==> src/rtl/msk_rnd_source.sv <==
// Fresh-randomness source: 80-bit Fibonacci LFSR seeded over five 16-bit words, warmed up, then RND_W bits per accepted cycle.
// rnd_out is registered and holds while rnd_ready is low; seed_ready decodes the EMPTY state only.
module msk_rnd_source #(
    parameter int d      = 2,
    parameter int RND_W  = d * (d - 1) / 2,
    parameter int WARMUP = 160
) (
    input  logic             clk,
    input  logic             rst_n,
    input  logic [15:0]      seed_data,
    input  logic             seed_valid,
    output logic             seed_ready,
    input  logic             reseed,
    output logic [RND_W-1:0] rnd_out,
    output logic             rnd_valid,
    input  logic             rnd_ready,
    output logic             seed_zero
);
    localparam int WCW = (WARMUP > 1) ? $clog2(WARMUP) : 1;

    typedef enum logic [1:0] {S_EMPTY, S_WARM, S_RUN} state_t;

    state_t           state_q, state_d;
    logic [79:0]      lfsr_q, lfsr_d;
    logic [2:0]       wcnt_q, wcnt_d;
    logic [WCW-1:0]   warm_q, warm_d;
    logic [RND_W-1:0] rnd_out_q, rnd_out_d;
    logic             rnd_valid_q, rnd_valid_d;
    logic             seed_zero_q, seed_zero_d;

    logic [79:0]      adv_s;
    logic [RND_W-1:0] adv_bits;
    logic [79:0]      seed_cat;

    function automatic logic [79:0] lfsr_step(input logic [79:0] s);
        return {s[78:0], s[79] ^ s[78] ^ s[42] ^ s[41]};
    endfunction

    // RND_W steps unrolled; bit k is the bit shifted out by step k.
    always_comb begin
        adv_s    = lfsr_q;
        adv_bits = '0;
        for (int k = 0; k < RND_W; k++) begin
            adv_bits[k] = adv_s[79];
            adv_s       = lfsr_step(adv_s);
        end
    end

    always_comb begin
        state_d     = state_q;
        lfsr_d      = lfsr_q;
        wcnt_d      = wcnt_q;
        warm_d      = warm_q;
        rnd_out_d   = rnd_out_q;
        rnd_valid_d = rnd_valid_q;
        seed_zero_d = seed_zero_q;
        seed_cat    = lfsr_q;
        seed_cat[{wcnt_q, 4'b0000} +: 16] = seed_data;

        if (reseed) begin
            state_d     = S_EMPTY;
            wcnt_d      = '0;
            warm_d      = '0;
            rnd_out_d   = '0;
            rnd_valid_d = 1'b0;
            seed_zero_d = 1'b0;
        end else begin
            case (state_q)
                S_EMPTY: begin
                    if (seed_valid) begin
                        lfsr_d = seed_cat;
                        wcnt_d = wcnt_q + 3'd1;
                        if (wcnt_q == 3'd4) begin
                            wcnt_d  = '0;
                            warm_d  = '0;
                            state_d = (WARMUP == 0) ? S_RUN : S_WARM;
                            // An all-zero LFSR would lock up; substitute a nonzero state.
                            if (seed_cat == '0) begin
                                lfsr_d      = 80'h1;
                                seed_zero_d = 1'b1;
                            end
                        end
                    end
                end
                S_WARM: begin
                    lfsr_d = adv_s;
                    warm_d = warm_q + 1'b1;
                    if (warm_q == WCW'(WARMUP - 1)) begin
                        state_d = S_RUN;
                    end
                end
                S_RUN: begin
                    if (!rnd_valid_q || rnd_ready) begin
                        lfsr_d      = adv_s;
                        rnd_out_d   = adv_bits;
                        rnd_valid_d = 1'b1;
                    end
                end
                default: state_d = S_EMPTY;
            endcase
        end
    end

    always_ff @(posedge clk or negedge rst_n) begin
        if (!rst_n) begin
            state_q     <= S_EMPTY;
            lfsr_q      <= '0;
            wcnt_q      <= '0;
            warm_q      <= '0;
            rnd_out_q   <= '0;
            rnd_valid_q <= 1'b0;
            seed_zero_q <= 1'b0;
        end else begin
            state_q     <= state_d;
            lfsr_q      <= lfsr_d;
            wcnt_q      <= wcnt_d;
            warm_q      <= warm_d;
            rnd_out_q   <= rnd_out_d;
            rnd_valid_q <= rnd_valid_d;
            seed_zero_q <= seed_zero_d;
        end
    end

    assign seed_ready = (state_q == S_EMPTY);
    assign rnd_out    = rnd_out_q;
    assign rnd_valid  = rnd_valid_q;
    assign seed_zero  = seed_zero_q;

endmodule
==> config.mk <==
export PLATFORM = sky130hd
export DESIGN_NAME = msk_rnd_source
export DESIGN_NICKNAME = d
export VERILOG_FILES = /design/src/rtl/msk_rnd_source.sv
export SDC_FILE = /design/constraint.sdc
export NUM_CORES = 1
export LEC_CHECK = 0
export CORE_MARGIN = 1.5
export CORE_UTILIZATION = 50
export CTS_CLUSTER_DIAMETER = 200
export DETAILED_ROUTE_END_ITERATION = 6
export GPL_TIMING_DRIVEN = 0
export PLACE_DENSITY = 0.67
export SYNTH_ARGS = -nofsm -noshare
export SYNTH_HDL_FRONTEND = slang
export SYNTH_SLANG_ARGS = --single-unit
==> constraint.sdc <==
create_clock -name clk -period 5.1 [get_ports clk]
set_input_delay 1.53 -clock clk [delete_from_list [all_inputs] [get_ports clk]]
set_output_delay 1.53 -clock clk [all_outputs]
set_load 0.03 [all_outputs]
# Word level (Yosys, flattened, before mapping)
# Index checks and enable logic that the tools add are counted.
# classes
n_addsub	3
eq_ne	10
n_shift	2
n_mux	30
bitwise	4
n_reduce_logical	18
# op_table
op	n
$mux W80	4
$pmux W80 S3	1
$bwmux W80	1
$logic_not A80 Y1	1
$shift A16 B9 Y80 const A	1
$shiftx A16 B9 Y80	1
$mux W8	3
$pmux W8 S2	1
$mux W3	4
$reduce_and A4 Y1	3
$reduce_bool A2 Y1	6
$mux W1	11
$neg A7 Y9	1
$add A8 B1 Y8 const B	1
$eq A8 B8 Y1 const B	1
$mux W2	4
$ne A2 B2 Y1 const B	3
$pmux W2 S3	1
$reduce_bool A3 Y1	2
$reduce_and A2 Y1	2
$add A3 B1 Y3 const B	1
$eq A3 B3 Y1 const B	1
$ne A3 B1 Y1 const B	1
$ne A3 B2 Y1 const B	1
9 further kinds	11
# totals
ff_bits	96
input_bits	21
output_inout_bits	4
wordCells	74

# Logic depth before layout (Yosys ltp)
# Gate-level depths: netlist of run 1.
# depth
word_depth	9
mapped_depth	12
ltp_nobuf	9

# Worst setup path before layout of run 1
# No wires, ideal clock.
# synth_timing
kind	input to register
from	input seed_data[0]
to	register seed_zero_q, in the netlist seed_zero
setup_ps	78
arrival_ps	2808
required_ps	5022
path_slack_ps	2214
cell_stages	6
n_path_buf	0
cell_sequence	or3_1 nor3_1 mux2i_1 a2111oi_2 nand4_1 a21oi_1
# synth_between
elab_chain_len	5
# synth_lines
item	line	rtl
from (decl)	10	input logic [15:0] seed_data,
$shiftx A16 B9 Y80	58	seed_cat[{wcnt_q, 4'b0000} +: 16] = seed_data;
$bwmux W80	58	
$logic_not A80 Y1	78	if (seed_cat == '0) begin
$reduce_bool A2 Y1 (no line)	--	
$reduce_and A4 Y1 (no line)	--	
to (signal assigned)	120	seed_zero_q <= seed_zero_d;
to (decl)	29	logic seed_zero_q, seed_zero_d;
# No other way between the ends.
# A chain may end at the register's enable or synchronous reset.

# Final worst setup path of run 1
# layout_timing
from	input seed_valid
to	register lfsr_q[42]
# layout_between
elab_chain_len	2
# layout_lines
item	line	rtl
from (decl)	11	input logic seed_valid,
$ne A2 B2 Y1 (no line)	--	
$reduce_and A4 Y1 (no line)	--	
to (signal assigned)	115	lfsr_q <= lfsr_d;
to (decl)	24	logic [79:0] lfsr_q, lfsr_d;
# No other way between the ends.

==> results_dict.tcl, run 1 <==
set metrics [dict create \
    r2r-end "seed_zero" \
    initial_core_util_pct 52.2 \
    total_power_w 0.00333 \
    worstSetupStartpointType "input pin" \
    arrival_ps 4000 \
    syn_avg_cell_area_um2 8.47 \
    post-route-period-util_pct 73.7 \
    fillCellCount 923 \
    relSlewSlack_pct 32.7 \
    netlist_area_um2 5440 \
    firstDrtPassIters 5 \
    drc_errors 0 \
    grt_usage_pct 29.4 \
    diodes 0 \
    min_path_type "flip-flop to flip-flop" \
    hold_end "warm_q[2]" \
    wire_per_inst_um 20.0 \
    hold_start "warm_q[2]" \
    tightest_slew_ps 1010 \
    io-pin-count 25 \
    cts_buffers 9 \
    tritoncts "built" \
    ys_seq_elements 96 \
    area_growth_pct 11.0 \
    setup_viol_count_final 0 \
    num_rows 37 \
    cts_setup_buffers 0 \
    slew_violations 0 \
    cts.htree.levels 3 \
    yosys_warnings 0 \
    worst_clock_skew_ps 12.0 \
    antenna_found_initial 0 \
    timing.final.ws_setup_ps 1340 \
    p_leak_nw 2.44 \
    grt_pass1_wl_um 26000 \
    run_status "completed" \
    cp.required_ps 5340 \
    synth-edff-count 0 \
    ant_nets 0 \
    max-vdd-ir-drop_v 0.000290 \
    ys.flop_type "dfrtp_1" \
    synthesis.nets 677 \
    die_h_um 107 \
    grt_pass1_vias 5025 \
    dp_slack_ps 1050 \
    postCtsHoldBufs 0 \
    die_width_um 107 \
    clk_root_buffer_cell "clkbuf_8" \
    yosysSeqAreaShare_pct 44.2 \
    syn_inst 642 \
    drv_cap 0 \
    fmax_mhz 266 \
    hpwl_um 11700 \
    pwr_density_cell_nw_per_um2 551 \
    vias 5193 \
    cts-resized-gates 0 \
    die_area_um2 11500 \
    gr-total-overflow 0 \
    end_kind "flip-flop" \
    cts_sinks 96 \
    wl_um 16300 \
    hold_violations 0 \
    layout.nets 711 \
    worstHoldPathCells 1 \
    drive_above_1_share_pct 5.45 \
    reg2reg_from "wcnt_q[0]" \
    clock_latency_ps 380 \
    rsz0062_at_grt "no" \
    async_reset_ff_share_pct 100 \
    path_class "input pin to flip-flop" \
    drtIter0Drc 520 \
    period_needed_ps 3760 \
    synth_cell_type_count 56 \
    gp_congestion 0.991 \
    clockBufferDepth 2 \
    multiInputGateArea_um2 2830 \
    clk_pin_slew_worst_paths_ps 100 \
    register_area_um2 2400 \
    path_max_fanout 10 \
    ff2ff_setup_slack_ps 1710 \
    io_buffers 22 \
    reg2reg_depth 11 \
    grt_max_degree 50 \
    routed_via_density 6.37 \
    coreArea_um2 10400 \
]
-- how the worst max path moves through the flow --
stage,cells past startpoint,startpoint,end,slack [ps]
finish,7,seed_valid,lfsr_q[42],1340
global route,7,seed_valid,lfsr_q[41],1240
CTS,7,seed_valid,lfsr_q[31],1450
detailed placement,7,seed_valid,lfsr_q[31],1050
global placement,1,rst_n,lfsr_q[26],-1050
floorplan,6,seed_data[0],seed_zero,2210
-- sequential cells by signal (all words and copies together), names as in the netlist --
name	flops
rnd_out	1
state_q	2
seed_zero	1
warm_q	8
wcnt_q	3
rnd_valid	1
lfsr_q	80
-- final cells by class --
cell class	count	area share [%]
Multi-Input combinational cell	496	46.9
Buffer	39	2.67
Tap cell	136	2.82
Sequential cell	96	39.8
Timing Repair Buffer	23	4.06
Inverter	11	0.684
Clock buffer	9	2.05
Clock inverter	5	0.974
-- cell families (layout without fill, tap and decap cells) --
| group | count (synthesis) | in the layout | synth area share (%) |
|---|---|---|---|
| compound gates | 218 | 218 | 24.2 |
| mux | 6 | 6 | 1.10 |
| buf+inv | 50 | 87 | 3.73 |
| xor+xnor | 4 | 4 | 0.644 |
| fa+ha+maj | 14 | 14 | 3.22 |
| simple gates | 254 | 254 | 22.9 |
| flops | 96 | 96 | 44.2 |
-- cells in the final DEF (no fill, tap or decap), drive strengths merged, types with 9 or more instances in the layout --
master / synthesis / routed
dfrtp: 96 / 96
nor2: 61 / 61
nor3b: 10 / 10
o21ai: 101 / 101
a22oi: 40 / 40
ha: 14 / 14
nor3: 18 / 18
nand2: 98 / 98
inv: 11 / 12
a21oi: 48 / 48
nand2b: 15 / 15
buf: 7 / 9
clkdlybuf4s50: 0 / 21
clkbuf: 32 / 41
nor4: 13 / 13
-- where the power goes --
group          switching [W]  total, W  internal, W
Combinational        0.00106   0.00160     0.000533
Clock               0.000274  0.000497     0.000222
Sequential          0.000224   0.00123      0.00101
-- cells in the mapped netlist (all sizes together) (2+ instances only) --
| master | count | share of area (%) |
|---|---|---|
| a2111o | 2 | 0.41 |
| a2111oi | 2 | 0.55 |
| a211oi | 4 | 0.64 |
| a21oi | 48 | 4.4 |
| a22oi | 40 | 5.5 |
| a31oi | 5 | 0.58 |
| and3 | 3 | 0.35 |
| buf | 7 | 0.74 |
| clkbuf | 32 | 2.2 |
| dfrtp | 96 | 44 |
| ha | 14 | 3.2 |
| inv | 11 | 0.76 |
| mux2i | 6 | 1.1 |
| nand2 | 98 | 6.8 |
| nand2b | 15 | 1.7 |
| nand3 | 6 | 0.64 |
| nand4 | 3 | 0.35 |
| nor2 | 61 | 4.3 |
| nor2b | 7 | 0.94 |
| nor3 | 18 | 1.7 |
| nor3b | 10 | 1.4 |
| nor4 | 13 | 1.7 |
| nor4b | 2 | 0.60 |
| o21ai | 101 | 9.3 |
| o311a | 3 | 0.76 |
| o31a | 3 | 0.48 |
| or2 | 3 | 0.35 |
| or3 | 6 | 0.69 |
| or4 | 7 | 0.97 |
| xnor2 | 3 | 0.48 |
-- metal layers --
layer	up-vias	track usage (%)	wire length [um]
met5	-	0	0
met4	0	15.0	700
met3	63	5.75	1440
met2	287	44.6	7160
met1	2473	39.8	6970
li1	2370	-	-
-- per-stage QoR --
stage / utilization, % / hold WS, ps / setup TNS (ps) / cells / cell area [um2]
after detailed placement: 56.2 / 493 / 0 / 801 / 5850
after floorplan: - / 456 / 0 / 642 / 5440
after global routing: 58.0 / 539 / 0 / 815 / 6040
after global placement: 56.0 / 482 / -100440 / 800 / 5830
final: 58.0 / 502 / 0 / 815 / 6040
after CTS: 58.0 / 507 / 0 / 815 / 6040
-- worst max-delay path, stage by stage --
cell and delay, ps:
clkdlybuf4s50_1 520, nor2b_1 80, a2111oi_2 910, o21ai_1 430, clkbuf_1 320, nand2_1 120
o21ai_0 80
Power figures use the tool's default switching activity.
==> inputs of run 2 (changes only) <==
--- a/config.mk
+++ b/config.mk
@@ -10,7 +10,7 @@
 export CTS_CLUSTER_DIAMETER = 200
 export DETAILED_ROUTE_END_ITERATION = 6
 export GPL_TIMING_DRIVEN = 0
-export PLACE_DENSITY = 0.67
+export PLACE_DENSITY = 0.7
 export SYNTH_ARGS = -nofsm -noshare
 export SYNTH_HDL_FRONTEND = slang
 export SYNTH_SLANG_ARGS = --single-unit
==> constraint.sdc (replaced) <==
create_clock -name clk -period 3.3 [get_ports clk]
set_input_delay 0.99 -clock clk [delete_from_list [all_inputs] [get_ports clk]]
set_output_delay 0.99 -clock clk [all_outputs]
set_load 0.03 [all_outputs]
==> run 2 against run 1 <==
  * Worst hold slack improved by 6.1 ps
  * Critical path depth increased by 4
  * Critical path type is now flip-flop to flip-flop
  * Cell count increased by 0.25%
  * Design area increased by 1.1%
  * Highest routed layer unchanged
  * Register-to-register slack got worse by 1500 ps
  * Total power increased by 59%
  * Die area unchanged
==> results_dict.tcl, run 2 (synthesized netlist as in run 1, its figures left out) <==
set metrics [dict create \
    end_kind "flip-flop" \
    cp-startpoint "wcnt_q[0]" \
    path_class "flip-flop to flip-flop" \
    cts_sinks 96 \
    antenna_found_initial 0 \
    fmax_mhz 321 \
    wl_um 16500 \
    io_buffers 22 \
    diodes 0 \
    arrival_ps 3430 \
    grt_pass1_wl_um 26300 \
    wire_per_inst_um 20.1 \
    rsz0062_at_grt "no" \
    hold_start "warm_q[3]" \
    setup_viol_count_final 0 \
    grt_max_degree 58 \
    cp.required_ps 3610 \
    ff2ff_setup_slack_ps 180 \
    tritoncts "built" \
    ant_nets 0 \
    cts.htree.levels 3 \
    drc_errors 0 \
    run_status "completed" \
    cts_buffers 9 \
    worst_clock_skew_ps 20.1 \
    drv_cap 0 \
    clockBufferDepth 2 \
    grt_pass1_vias 4967 \
    hpwl_um 11800 \
    r2r-end "lfsr_q[0]" \
    tightest_slew_ps 670 \
    layout_common_cells "98 x nand2_1, 95 x dfrtp_1, 60 x nor2_1" \
    drive_above_1_share_pct 5.87 \
    worstSetupStartpointType "flip-flop" \
    clk_root_buffer_cell "clkbuf_8" \
    postCtsHoldBufs 0 \
    coreArea_um2 10400 \
    total_power_w 0.00528 \
    clk_pin_slew_worst_paths_ps 100 \
    die_area_um2 11500 \
    mostFrequentLayoutCell "nand2_1" \
    gp_congestion 0.921 \
    max-vdd-ir-drop_v 0.000423 \
    fin_tns_setup_ps 0 \
    top_register "lfsr_q" \
    layout.nets 711 \
    largestRegisters "lfsr_q x80, warm_q x8, wcnt_q x3" \
    io-pin-count 25 \
    die_width_um 107 \
    initial_core_util_pct 52.2 \
    grt_usage_pct 29.8 \
    area_growth_pct 12.2 \
    pwr_density_cell_nw_per_um2 865 \
    gr-total-overflow 0 \
    relSlewSlack_pct 55.3 \
    hold_violations 0 \
    vias 5170 \
    period_needed_ps 3120 \
    largest_reg_flops 80 \
    drtIter0Drc 526 \
    firstDrtPassIters 5 \
    clock_latency_ps 390 \
    cp-endpoint "lfsr_q[0]" \
    reg2reg_depth 11 \
    post-route-period-util_pct 94.5 \
    slew_violations 0 \
    reg2reg_from "wcnt_q[0]" \
    p_leak_nw 2.46 \
    path_max_fanout 10 \
    num_rows 37 \
    routed_via_density 6.33 \
    min_path_type "flip-flop to flip-flop" \
    die_h_um 107 \
]
[run 2: changes by cell type in the layout (fill, tap and decap cells not counted), sizes merged]
cell,previous run,this run
clkbuf,41,44
buf,9,8
bufinv,1,2
clkinv,1,0
clkinvlp,2,1
inv,12,13
[run 2: power by group]
| part | internal, W | switching, W | leakage, nW |
|---|---|---|---|
| Combinational | 0.000833 | 0.00164 | 1.06 |
| Clock | 0.000456 | 0.000450 | 0.112 |
| Sequential | 0.00156 | 0.000342 | 1.29 |
| Total | 0.00285 | 0.00243 | 2.46 |
[run 2: routing by layer]
metal,share of wire (%),GRT usage (%),routed length [um],vias to the layer above
met5,0,0,0,-
met1,42,40.8,6960,2481
met2,45,46.5,7390,265
li1,-,-,-,2373
met4,3.4,11.4,552,0
met3,9.4,6.30,1550,51
[run 2: cell type report]
cell class                 instances  area (um2)
buffer                            39         164
multi-input combinational        496        2850
inverter                          11        41.3
sequential                        96        2400
timing repair buffer              23         245
clock buffer                      11         141
tap                              136         170
clock inverter                     5        87.6
fill                             966        4310
[run 2: how the worst min path moves through the flow]
stage	endpoint	slack [ps]	cells after the start
5_1_grt	lfsr_q[38]	540	2
2_1_floorplan	warm_q[2]	460	1
3_5_place_dp	lfsr_q[28]	490	2
4_1_cts	warm_q[3]	510	1
6_report	warm_q[3]	510	1
3_3_place_gp	warm_q[3]	480	1
[run 2: timing repair]
item | CTS | global route
setup buffers | 0 | 0
setup endpoints to repair | 0 | 17
resized for setup | 0 | 4
[run 2: worst max-delay path, cell delays in order (launching register included)]
cell	delay, ps
dfrtp_2	460
clkbuf_4	250
inv_1	80
ha_1	240
ha_1	270
buf_2	220
or4b_4	510
nor4_2	280
o221ai_1	160
a211oi_2	240
nand4_1	170
a31oi_1	160
[run 2: per-stage QoR]
stage               util (%)  cells  hold slack (ps)  worst slack (ps)  area (um2)
floorplan                  -    642              456               515        5440
global placement        56.0    800              477             -2250        5830
finish                  58.6    817              509               181        6100
CTS                     58.4    817              511              75.9        6080
detailed placement      56.2    801              493              -286        5850
global route            58.6    817              538              29.2        6100
